### src/rtl/mul_seq_ctrl.sv
// rtl/mul_seq_ctrl.sv - RV32M multiply sequencer (MUL/MULH/MULHSU/MULHU)
// Shift-and-add over one shared external adder; signs handled by pre/post negation.
module mul_seq_ctrl #(
  parameter int XLEN = 32
) (
  input  logic            clk,
  input  logic            rst_n,
  input  logic            start,
  input  logic [1:0]      op,
  input  logic [XLEN-1:0] src_a,
  input  logic [XLEN-1:0] src_b,
  input  logic            flush,
  output logic            ready,
  output logic            done,
  output logic [XLEN-1:0] result,
  output logic [XLEN-1:0] add_a,
  output logic [XLEN-1:0] add_b,
  input  logic [XLEN-1:0] add_sum
);

  localparam int CW = $clog2(XLEN);
  localparam logic [1:0] OP_MUL    = 2'b00;
  localparam logic [1:0] OP_MULH   = 2'b01;
  localparam logic [1:0] OP_MULHSU = 2'b10;
  localparam logic [XLEN-1:0] ONE  = {{(XLEN-1){1'b0}}, 1'b1};

  typedef enum logic [2:0] {
    IDLE, NEG_A, NEG_B, ITER, NEG_LO, NEG_HI, DONE
  } state_t;

  state_t          state;
  logic [1:0]      op_q;
  logic [XLEN-1:0] mcand, lo, hi;
  logic [CW-1:0]   cnt;
  logic            sb_q, neg_q, lcy;

  logic            sa_in, sb_in, carry;
  logic [XLEN-1:0] iter_hi, iter_lo;

  assign sa_in = src_a[XLEN-1] & ((op == OP_MULH) | (op == OP_MULHSU));
  assign sb_in = src_b[XLEN-1] & (op == OP_MULH);

  assign ready = (state == IDLE);
  assign done  = (state == DONE);

  always_comb begin
    add_a = '0;
    add_b = '0;
    case (state)
      NEG_A:  begin add_a = ~mcand; add_b = ONE; end
      NEG_B:  begin add_a = ~lo;    add_b = ONE; end
      ITER:   begin add_a = hi;     add_b = lo[0] ? mcand : '0; end
      NEG_LO: begin add_a = ~lo;    add_b = ONE; end
      NEG_HI: begin add_a = ~hi;    add_b = {{(XLEN-1){1'b0}}, lcy}; end
      default: ;
    endcase
  end

  // Carry-out recovered from the MSBs since the shared adder exposes none.
  assign carry = (add_a[XLEN-1] & add_b[XLEN-1]) |
                 ((add_a[XLEN-1] | add_b[XLEN-1]) & ~add_sum[XLEN-1]);
  assign iter_hi = {carry, add_sum[XLEN-1:1]};
  assign iter_lo = {add_sum[0], lo[XLEN-1:1]};

  always_ff @(posedge clk or negedge rst_n) begin
    if (!rst_n) begin
      state  <= IDLE;
      op_q   <= '0;
      mcand  <= '0;
      lo     <= '0;
      hi     <= '0;
      cnt    <= '0;
      sb_q   <= 1'b0;
      neg_q  <= 1'b0;
      lcy    <= 1'b0;
      result <= '0;
    end else if (flush) begin
      state <= IDLE;
    end else begin
      case (state)
        IDLE: begin
          if (start) begin
            op_q  <= op;
            mcand <= src_a;
            lo    <= src_b;
            hi    <= '0;
            cnt   <= '0;
            sb_q  <= sb_in;
            neg_q <= sa_in ^ sb_in;
            state <= sa_in ? NEG_A : (sb_in ? NEG_B : ITER);
          end
        end
        NEG_A: begin
          mcand <= add_sum;
          state <= sb_q ? NEG_B : ITER;
        end
        NEG_B: begin
          lo    <= add_sum;
          state <= ITER;
        end
        ITER: begin
          hi  <= iter_hi;
          lo  <= iter_lo;
          cnt <= cnt + 1'b1;
          if (cnt == CW'(XLEN - 1)) begin
            if (neg_q) begin
              state <= NEG_LO;
            end else begin
              result <= (op_q == OP_MUL) ? iter_lo : iter_hi;
              state  <= DONE;
            end
          end
        end
        NEG_LO: begin
          lo    <= add_sum;
          lcy   <= (lo == '0);
          state <= NEG_HI;
        end
        NEG_HI: begin
          hi     <= add_sum;
          result <= (op_q == OP_MUL) ? lo : add_sum;
          state  <= DONE;
        end
        DONE: state <= IDLE;
        default: state <= IDLE;
      endcase
    end
  end

endmodule

### config.mk
export PLATFORM = sky130hd
export DESIGN_NAME = mul_seq_ctrl
export DESIGN_NICKNAME = d
export VERILOG_FILES = /design/src/rtl/mul_seq_ctrl.sv
export SDC_FILE = /design/constraint.sdc
export NUM_CORES = 1
export LEC_CHECK = 0
export ABC_CLOCK_PERIOD_IN_PS = 1900
export CORE_AREA = 2 2 168 170
export CTS_BUF_LIST = sky130_fd_sc_hd__clkbuf_8
export DETAILED_ROUTE_END_ITERATION = 10
export DIE_AREA = 0 0 170 172
export PLACE_DENSITY = 0.58
export SYNTH_ARGS = -nofsm -noshare
export SYNTH_HDL_FRONTEND = slang
export SYNTH_SLANG_ARGS = --single-unit
### constraint.sdc
create_clock -name clk -period 1.9 [get_ports clk]
set_input_delay 0.475 -clock clk [delete_from_list [all_inputs] [get_ports clk]]
set_output_delay 0.475 -clock clk [all_outputs]
set_load 0.05 [all_outputs]
* Word-level counts from Yosys, hierarchy flattened *
Cells that the tools add are included.

operators by class
  add/subtract/negate cells = 1
  equal/unequal tests = 14
  multiplexer cells = 24
  bitwise gates (word level) = 13
  reductions and logical operators = 18

operator list
  cell                                                                   count
  32-bit case mux with 3 select lines                                    3
  32-bit two-way mux                                                     8
  32-bit case mux with 2 select lines                                    2
  32-bit case mux with 4 select lines                                    1
  32-bit inverter                                                        3
  32-bit zero test                                                       1
  3-bit case mux with 6 select lines                                     1
  3-bit AND reduction                                                    5
  5-bit case mux with 2 select lines                                     1
  3-bit equality test, second input constant                             3
  3-bit two-way mux                                                      3
  3-bit by 2-bit equality test with 1-bit output, second input constant  2
  2-bit != test, second input constant                                   3
  3-bit != test, second input constant                                   2
  2-bit nonzero test                                                     3
  3-bit nonzero test                                                     2
  5-bit by 1-bit adder with 5-bit output, second input constant          1
  5-bit equality test, second input constant                             1
  5-bit two-way mux                                                      1
  1-bit bitwise AND                                                      4
  2-bit two-way mux                                                      2
  2-bit AND reduction                                                    2
  4-bit AND reduction                                                    1
  3-bit by 1-bit equality test with 1-bit output, second input constant  1
  10 further kinds                                                       14

word-level totals
  flip-flop bits (word level) = 141
  input bits = 102

* Longest topological paths before layout *
Gate-level depths: netlist (run 1).

  depth in word-level cells = 10
  depth in mapped cells = 9
  depth with buffers taken out = 8

* Worst setup path after synthesis (run 1) *
OpenSTA, ideal clock, no wires.

  kind = flip-flop to output port
  start point = reg state[0]
  end point = out add_a[0]
  data arrival time = 2.411 ns
  required time = 1.425 ns
  setup slack = -0.986 ns
  stages on the path, launching flop included = 7
  path buffers = 5
  cell sequence = dfrtp_1 buf_4 buf_2 buf_4 buf_2 buf_2 o31ai_1

on the way
  longest elaborated chain between the ends = 3
  elaborated cells between the ends (all ways) = 7

RTL lines
  item                                                                                   line  RTL
  start: declaration                                                                     31    state_t state;
  start signal: assignment                                                               90    state <= sa_in ? NEG_A : (sb_in ? NEG_B : ITER);
  start signal: assignment                                                               95    state <= sb_q ? NEG_B : ITER;
  3-bit equality test or 3-bit by 2-bit equality test with 1-bit output (tied branches)  49    case (state)
  2-bit OR reduction (no line)                                                           -
  32-bit case mux with 4 select lines (*)                                                49
  end: declaration                                                                       16    output logic [XLEN-1:0] add_a,

Every way passes the cells marked *; elsewhere a longest branch is shown, timed or not.

* Worst setup path after layout (run 1) *
  start point = reg state[0]
  end point = out add_a[1]

The elaborated chain is that of the path after synthesis.

==> results.toml, run 1 <==
[sta]
finalCritPeriodShare_pct = 129
finalHoldViolCount = 0
finalCriticalPeriod_ns = 2.45
tightest_slew_ns = 0.499
final-setup-viol-count = 123
max_freq_mhz = 408
setup_tns_ns = -45.91
fin_ws_ns = -0.553
timing.final.max_slew_violations = 0
fin_skew_ns = 0.0142
rsz0062_at_grt = "yes"
worst_hold_slack_ns = 0.489
relSlewSlack_pct = 66.7

[routing]
ant_nets = 0
route.vias.total = 10559
drt_iter0_markers = 807
routedWlPerCell_um = 21.2
via_per_inst = 5.54
drc = 0
dr.pass1.iters = 6
routed_wirelength_mm = 40.4

[worst_hold_path]
hp-class = "reg -> reg"

[die]
dieWidth_um = 170
core_area_sq_um = 27500
dieArea_sq_um = 29200
die_h_um = 172
ios = 200
rows = 61
start_util_pct = 34.5

[global_route]
grt_pass1_vias = 10189
antenna_found_initial = 1
grt_start_max_net_pins = 47
grt_pass1_wl_mm = 59.2
grt_overflow = 0
grt_usage_pct = 26.5

[worst_setup_path]
worst_setup_path_start_kind = "register"
path_class = "reg -> out"
endpoint_kind = "output port"
critical_path_required_ns = 1.42
cp_max_fo = 10
critPathArrivalTime_ns = 1.98

[clock_network]
h-tree-depth = 4
clock_latency_ns = 0.45
cts.clk_slew.worst_paths_ns = 0.09
numCtsBuffers = 17
cts_tree = "yes"
cts_buffer_depth = 2
clockRootBuffer = "clkbuf_8"
clock-sinks = 141

[run]
maxCapViolCount = 0

[place]
place_area_sq_um = 14100
port_buffers = 199
place_hpwl_mm = 27.2
place_congestion = 0.913
place_ws_ns = -0.260

[finish]
final_cell_mix = "235 x nor2_1, 160 x buf_4, 138 x dfrtp_1, 109 x mux2i_1, 102 x buf_12"
design_area_sq_um = 16500
num-nets-final = 1654
n_antenna_cell = 0
area_growth_pct = 74.3
layout_commonest_cell = "nor2_1"
drive_above_1_share_pct = 37.9

[synth]
yosysUniqueCellTypes = 44
synth_top_area_share_pct = 37.2
synthCells = 1218
yosys_warnings = 0
ys.flop_type = "dfrtp_1"
netlist_area_sq_um = 9480
yosysSeqAreaShare_pct = 37.2
synth.area.top_cells = "dfrtp_1 37%, mux2i_1 13%, nor2_1 10%"
syn_avg_cell_area_sq_um = 7.78
synth_area_leader_cell = "dfrtp_1"
ys_ff_latch = 141
syn_nets = 1324
synth_edf_count = 0
synthArstFlopShare_pct = 100

[power_and_ir_drop]
ir_drop_mv = 0.454
p_per_area_nw_per_um2 = 818
leakagePower_nw = 7.05

[outcome]
status = "complete, but fails checks"
violations = "negative setup slack"
## synthesized netlist by cell type (all sizes together), types with 2 or more instances
library cell / instances
nor2: 261
a22o: 2
nand2: 111
o31ai: 3
a22oi: 63
a31oi: 3
mux2: 15
nand2b: 4
nand3: 4
o22ai: 30
o21ai: 132
and2: 35
clkbuf: 57
nand4: 3
and3: 2
ha: 4
o211ai: 3
a21oi: 139
nor4: 8
buf: 53
mux2i: 122
xor2: 2
nor3: 2
inv: 5
dfrtp: 141
## layout make-up
class                   count  area [sq um]
clock buffers              18           248
clock inverters            14           216
flip-flops and latches    141          3540
multi-input cells         963          6730
fillers                  2329         10900
repair buffers            420          5340
well taps                 346           433
inverters                   5          21.3
## power breakdown
| group | leakage, nW | switching [mW] | internal [mW] |
|---|---|---|---|
| logic | 5.04 | 3.27 | 3.02 |
| clock network | 0.232 | 1.34 | 1.60 |
| registers | 1.78 | 0.727 | 3.54 |
| total | 7.05 | 5.34 | 8.17 |
## stage by stage
step / instances / total power, mW / utilization (%)
2_1_floorplan: 1218 / 7.22 / -
3_3_place_gp: 1804 / 9.61 / 51.3
3_5_place_dp: 1804 / 9.70 / 51.3
4_1_cts: 1884 / 13.1 / 57.3
5_1_grt: 1907 / 14.2 / 60.2
6_report: 1907 / 13.5 / 60.2
## path summary, 6_finish.rpt
| path | startpoint | end | slack (ns) | cells after the start |
|---|---|---|---|---|
| max | state[0] | add_a[1] | -0.55 | 6 |
| min | result[3] | result[3] | 0.49 | 2 |
| max reg2reg | state[0] | hi[22] | -0.37 | 12 |
| min reg2reg | result[3] | result[3] | 0.49 | 2 |
| max in group asynchronous | rst_n | result[26] | 0.80 | 3 |
| min in group asynchronous | rst_n | mcand[12] | 0.54 | 2 |
## flip-flops by register name, indices dropped and copies added, names as in the netlist
| signal | cells |
|---|---|
| hi | 32 |
| sb_q | 1 |
| mcand | 32 |
| result | 32 |
| state | 3 |
| op_q | 2 |
| lo | 32 |
| cnt | 5 |
| neg_q | 1 |
| lcy | 1 |
## cells by family (layout without fill, tap and decap cells)
logic type,after synthesis,after routing,share of synthesized area (%)
compound gates,382,382,23.0
flops,141,141,37.2
fa+ha+maj,4,4,0.528
xor+xnor,2,2,0.185
mux,137,137,14.7
simple gates,437,438,19.1
buf+inv,115,457,5.32
## repair_timing
item | 4_1_cts | 5_1_grt
hold buffers | 1 | 0
setup endpoints to repair | 163 | 197
setup buffers | 32 | 18
gates cloned | 15 | 14
resized for setup | 156 | 191
pin swaps | 39 | 46
hold endpoints to repair | 36 | 0
## layer usage
metal / vias to the layer above / GRT usage [%] / share of wire [%]
met5: - / 0 / 0.027
li1: 4964 / - / -
met1: 5113 / 34.3 / 42
met4: 2 / 7.66 / 2.8
met2: 418 / 45.5 / 49
met3: 62 / 4.46 / 6.3
## worst max-delay path, cell delays in order, from the launching register on
cell and delay (ns):
dfrtp_4 0.44, buf_12 0.17, buf_16 0.17, mux2i_4 0.23, a21oi_2 0.09, o22ai_4 0.24
buf_12 0.17
Note: power is estimated with default switching activity, not from simulation.
==> run 2, diff against run 1 <==
Settings changed: PLACE_DENSITY 0.58 to 0.71.
==> run 2 against run 1 <==
Compared with the run above:
- non-clock buffer count fell by 15
- worst setup slack got worse by 0.046 ns
- final cell count fell by 0.84%
- largest cell class unchanged
- cell area fell by 1.9%
- maximum frequency fell by 1.8%
- via count rose by 4.4%
- clock power fell by 5%
- critical path type unchanged
- flip-flop and latch count did not move
- first-iteration DRC count rose by 26%
- the flow still finishes with violations (negative setup slack)
- global-route usage rose by 0.24 points
==> results.toml, run 2 (synthesis gave the netlist of run 1 again) <==
[global_route]
grt_pass1_vias = 10504
met1_usage_pct = 34.1
grt_pass1_wl_mm = 59.9
grt_util_met3_pct = 4.35
grt.met2_usage_pct = 44.6
grt_start_max_net_pins = 43
grt.busiest_layer = "met2"
grt_overflow = 0
antenna_found_initial = 1
grt_usage_pct = 26.7

[power_and_ir_drop]
p_int_mw = 7.85
switching_share_pct = 40.7
switching_power_mw = 5.38
combinationalPowerShare_pct = 46.2
pwr-share-clk_pct = 21.2
p_per_area_nw_per_um2 = 816
ir_drop_mv = 0.548
p_seq_share_pct = 32.6
leakagePower_nw = 6.89
power_mw = 13.2

[place]
placed_cells = 1802
port_buffers = 199
place_hpwl_mm = 27.0
place_congestion = 0.895
place_area_sq_um = 13700
place_ws_ns = -0.227

[routing]
routed_wirelength_mm = 41.8
route.vias.total = 11023
drc = 0
routedWlPerCell_um = 22.1
ant_nets = 0
dr.pass1.iters = 5
via_per_inst = 5.83
drt_iter0_markers = 1014

[run]
maxCapViolCount = 0

[finish]
num-nets-final = 1638
layout.cells.non_filler = 1891
n_antenna_cell = 0
design_area_sq_um = 16200
area_growth_pct = 71.1
post-route-util_pct = 59.0
layout_commonest_cell = "nor2_1"
drive_above_1_share_pct = 37.1
final_cell_mix = "243 x nor2_1, 146 x buf_4, 138 x dfrtp_1, 100 x mux2i_1, 100 x clkdlybuf4s50_1"

[worst_setup_path]
critPathArrivalTime_ns = 2.02
path_class = "reg -> out"
critPathBufInv = 3
r2r-end = "lo[28]"
cp_max_fo = 18
rr_startpoint = "state[2]"
reg2reg_depth = 14
critical_path_required_ns = 1.42
cp_slowest_cell = "dfrtp_4"
regToRegSetupSlack_ns = -0.31
cpPeakStageDelay_ns = 0.50
cp_top_family = "buffers and inverters"
endpoint_kind = "output port"
worst_setup_path_start_kind = "register"
cp_cell_sequence = "buf_12 > bufbuf_16 > nor2_1 > a21oi_2 > o22ai_4 > buf_8"

[clock_network]
clock_latency_ns = 0.48
clock-sinks = 141
cts.clk_slew.worst_paths_ns = 0.08
clockRootBuffer = "clkbuf_8"
cts_buffer_depth = 2
cts_tree = "yes"
numCtsBuffers = 17
h-tree-depth = 4

[sta]
timing.final.max_slew_violations = 0
finalHoldViolCount = 0
rsz0062_at_grt = "yes"
fin_ws_ns = -0.599
finalCritPeriodShare_pct = 132
finalCriticalPeriod_ns = 2.50
tightest_slew_ns = 0.496
fin_skew_ns = 0.0141
setup_tns_ns = -50.14
worst_hold_slack_ns = 0.438
relSlewSlack_pct = 66.9
final-setup-viol-count = 163
max_freq_mhz = 400

[die]
dieArea_sq_um = 29200
start_util_pct = 34.5
ios = 200
dieWidth_um = 170
core_area_sq_um = 27500
die_h_um = 172
rows = 61

[worst_hold_path]
hp-class = "in -> async"

[outcome]
violations = "negative setup slack"
status = "complete, but fails checks"
## run 2: changes by cell type in the layout (fill, tap and decap cells not counted), moves of 8 or more
| cell | previous run | this run |
|---|---|---|
| a21oi_1 | 85 | 95 |
| buf_6 | 23 | 50 |
| nor2_2 | 21 | 10 |
| mux2i_1 | 109 | 100 |
| nor2_1 | 235 | 243 |
| buf_4 | 160 | 146 |
| buf_12 | 102 | 69 |
| o21ai_0 | 45 | 56 |
| o21ai_1 | 68 | 53 |
| a21oi_2 | 53 | 43 |
## run 2: worst max-delay path by stage
stage / startpoint / end / slack [ns] / depth (start not counted)
final: state[0] / add_a[28] / -0.60 / 6
after global routing: state[0] / add_a[28] / -0.64 / 6
after CTS: state[0] / add_a[14] / -0.56 / 6
after detailed placement: op[1] / state[0] / -0.23 / 9
after global placement: op[1] / state[0] / -0.24 / 9
after floorplan: state[0] / add_a[10] / -0.11 / 7
## run 2: timing repair
item | in CTS | in global routing
gates resized for setup | 185 | 194
pin swaps | 25 | 48
endpoints found under the setup margin | 146 | 197
buffers inserted | 16 | 14
gates cloned | 12 | 17
endpoints found under the hold margin | 22 | 0
hold buffers | 1 | 0
## run 2: routing by layer
metal  part of all wire (%)  wire (um)
met5                  0.026         11
met4                    4.6       1950
met3                    8.4       3510
met2                     47      19800
met1                     40      16500
## run 2: layout make-up
| class | count | area (sq um) |
|---|---|---|
| Clock buffer | 19 | 262 |
| Clock inverter | 13 | 171 |
| Fill cell | 2269 | 11300 |
| Inverter | 5 | 21.3 |
| Multi-Input combinational cell | 962 | 6820 |
| Sequential cell | 141 | 3540 |
| Tap cell | 346 | 433 |
| Timing Repair Buffer | 405 | 4970 |
## run 2: power by group through the flow
stage / Sequential [mW] / Clock (mW) / Combinational (mW)
floorplan: 4.02 / 0 / 3.20
global placement: 4.20 / 0 / 4.91
detailed placement: 4.23 / 0 / 5.01
CTS: 4.20 / 2.81 / 5.59
global route: 4.39 / 2.93 / 6.48
finish: 4.32 / 2.80 / 6.11
## run 2: worst register-to-register path: stages, from the launching register on
cell	delay, ns
dfrtp_4	0.51
buf_6	0.15
buf_6	0.11
buf_6	0.12
buf_8	0.12
buf_12	0.11
nor2_4	0.06
nor2_1	0.05
o211ai_1	0.16
buf_4	0.18
buf_12	0.15
buf_6	0.11
buf_12	0.13
nand2_1	0.06
o21ai_1	0.10
==> run 3, diff against run 2 <==
Settings changed: CTS_BUF_LIST sky130_fd_sc_hd__clkbuf_8 to sky130_fd_sc_hd__clkbuf_4, TNS_END_PERCENT set to 20.
==> run 3 against run 2 <==
Compared with the run above:
- non-clock buffer count decreased by 58
- the run still ends with negative setup slack left
- register-to-register slack gained 0.15 ns
- largest cell class unchanged
- clock skew increased by 0.0094 ns
- first-iteration DRC count is 25% lower
- sequential share of layout area grew 1.6 points
- hold slack worse by 0.053 ns
- cell area shrank 6.8%
- worst setup slack got worse by 0.16 ns
- highest routed layer is now met4
- flip-flop and latch count stayed put
- critical path type unchanged
- count of clock-buffer cells in the layout is 1 lower
==> results.toml, run 3 (synthesis gave the netlist of run 1 again) <==
[outcome]
status = "complete, but fails checks"
violations = "negative setup slack"

[global_route]
grt_start_max_net_pins = 47
grt_util_met3_pct = 5.08
grt.met2_usage_pct = 43.4
grt_usage_pct = 25.2
grt_pass1_wl_mm = 56.3
grt.busiest_layer = "met2"
antenna_found_initial = 2
grt_overflow = 0
met1_usage_pct = 31.2
grt_pass1_vias = 9851

[finish]
num-nets-final = 1580
drive_above_1_share_pct = 31.9
area_growth_pct = 59.5
regArea_sq_um = 3540
fillers = 2432
final_cell_mix = "242 x nor2_1, 138 x dfrtp_1, 130 x buf_4, 117 x o21ai_0, 110 x nand2_1"
layout_commonest_cell = "nor2_1"
post-route-util_pct = 55.0
multi_input_area_sq_um = 6550

[die]
start_util_pct = 34.5
rows = 61
core_area_sq_um = 27500
ios = 200
die_h_um = 172
dieWidth_um = 170
dieArea_sq_um = 29200

[power_and_ir_drop]
ir_drop_mv = 0.460
leakagePower_nw = 6.33
p_per_area_nw_per_um2 = 826

[sta]
final-setup-viol-count = 144
timing.final.max_slew_violations = 0
worst_hold_slack_ns = 0.384
relSlewSlack_pct = 67.3
max_freq_mhz = 375
tightest_slew_ns = 0.490
finalHoldViolCount = 0
finalCritPeriodShare_pct = 140
fin_ws_ns = -0.763
rsz0062_at_grt = "yes"
fin_skew_ns = 0.0235
finalCriticalPeriod_ns = 2.66

[clock_network]
clockRootBuffer = "clkbuf_4"
cts.clk_slew.worst_paths_ns = 0.14
cts_tree = "yes"
clock-sinks = 141
h-tree-depth = 4
clock_latency_ns = 0.58
cts_buffer_depth = 2
numCtsBuffers = 17

[worst_setup_path]
worst_setup_path_start_kind = "register"
cp_max_fo = 8
path_class = "reg -> out"
critPathArrivalTime_ns = 2.19
critical_path_required_ns = 1.42
endpoint_kind = "output port"

[routing]
drc = 0
dr.pass1.iters = 6
ant_nets = 0
route.vias.total = 10318
routed_wirelength_mm = 37.3
routedWlPerCell_um = 20.3
via_per_inst = 5.62
drt_iter0_markers = 759

[place]
port_buffers = 199
place_hpwl_mm = 26.6
place_congestion = 0.897

[run]
maxCapViolCount = 0

[worst_hold_path]
hp-class = "in -> async"
## run 3: cell count changes in the layout (fill, tap and decap cells not counted), sizes merged
cell	before	now
inv	6	7
clkinvlp	3	1
clkbuf	33	22
diode	0	4
buf	286	238
clkinv	5	7
## run 3: metrics by stage
stage | power, mW | instance area (sq um) | worst slack (ns) | instances | TNS, ns
finish | 12.5 | 15100 | -0.763 | 1837 | -50.46
detailed placement | 9.50 | 13800 | -0.253 | 1783 | -8.11
CTS | 12.1 | 14700 | -0.716 | 1827 | -44.53
global route | 13.1 | 15100 | -0.833 | 1835 | -62.59
floorplan | 7.20 | 10200 | -0.106 | 1218 | -4.70
global placement | 9.38 | 13800 | -0.233 | 1783 | -5.26
## run 3: final timing paths
check                      cells past startpoint  slack, ns          to  startpoint
max in group asynchronous                      3       0.87      lo[21]       rst_n
hold reg to reg                                2       0.50  result[28]  result[28]
setup reg to reg                               8      -0.16      hi[13]    state[0]
min in group clk                               3       0.45     op_q[0]       op[0]
setup / recovery                               6      -0.76   add_a[19]    state[0]
hold / removal                                 2       0.38      cnt[1]       rst_n
## run 3: what timing repair did
action / CTS / global route
setup buffers: 6 / 2
pin swaps: 39 / 19
cloned: 5 / 4
gates resized for setup: 94 / 83
hold buffers: 1 / 0
setup endpoints to repair: 129 / 193
endpoints found under the hold margin: 40 / 0
## run 3: routing by layer
layer / vias to the layer above / routed length [um] / share of wire (%)
met5: - / 0 / 0
met4: 0 / 1490 / 4.0
met3: 96 / 2660 / 7.1
li1: 4808 / - / -
met1: 4965 / 14900 / 40
met2: 449 / 18300 / 49
## run 3: worst max-delay path: stages (launching register included)
cell,delay (ns)
dfrtp_4,0.57
buf_12,0.17
buf_12,0.15
mux2i_2,0.21
a21oi_1,0.13
o22ai_4,0.20
buf_12,0.16
## run 3: report_power, final
group	switching [mW]	internal, mW	leakage (nW)	total [mW]
clock	1.26	1.06	0.177	2.32
combinational	3.09	2.75	4.37	5.84
sequential	0.790	3.54	1.78	4.33
## run 3: layout make-up
| class | instances | area share, % |
|---|---|---|
| tap | 346 | 2.86 |
| inverter | 5 | 0.124 |
| multi-input combinational | 962 | 43.3 |
| clock buffer | 18 | 0.894 |
| antenna | 4 | 0.0662 |
| sequential | 141 | 23.4 |
| timing repair buffer | 347 | 28.0 |
| clock inverter | 14 | 1.27 |
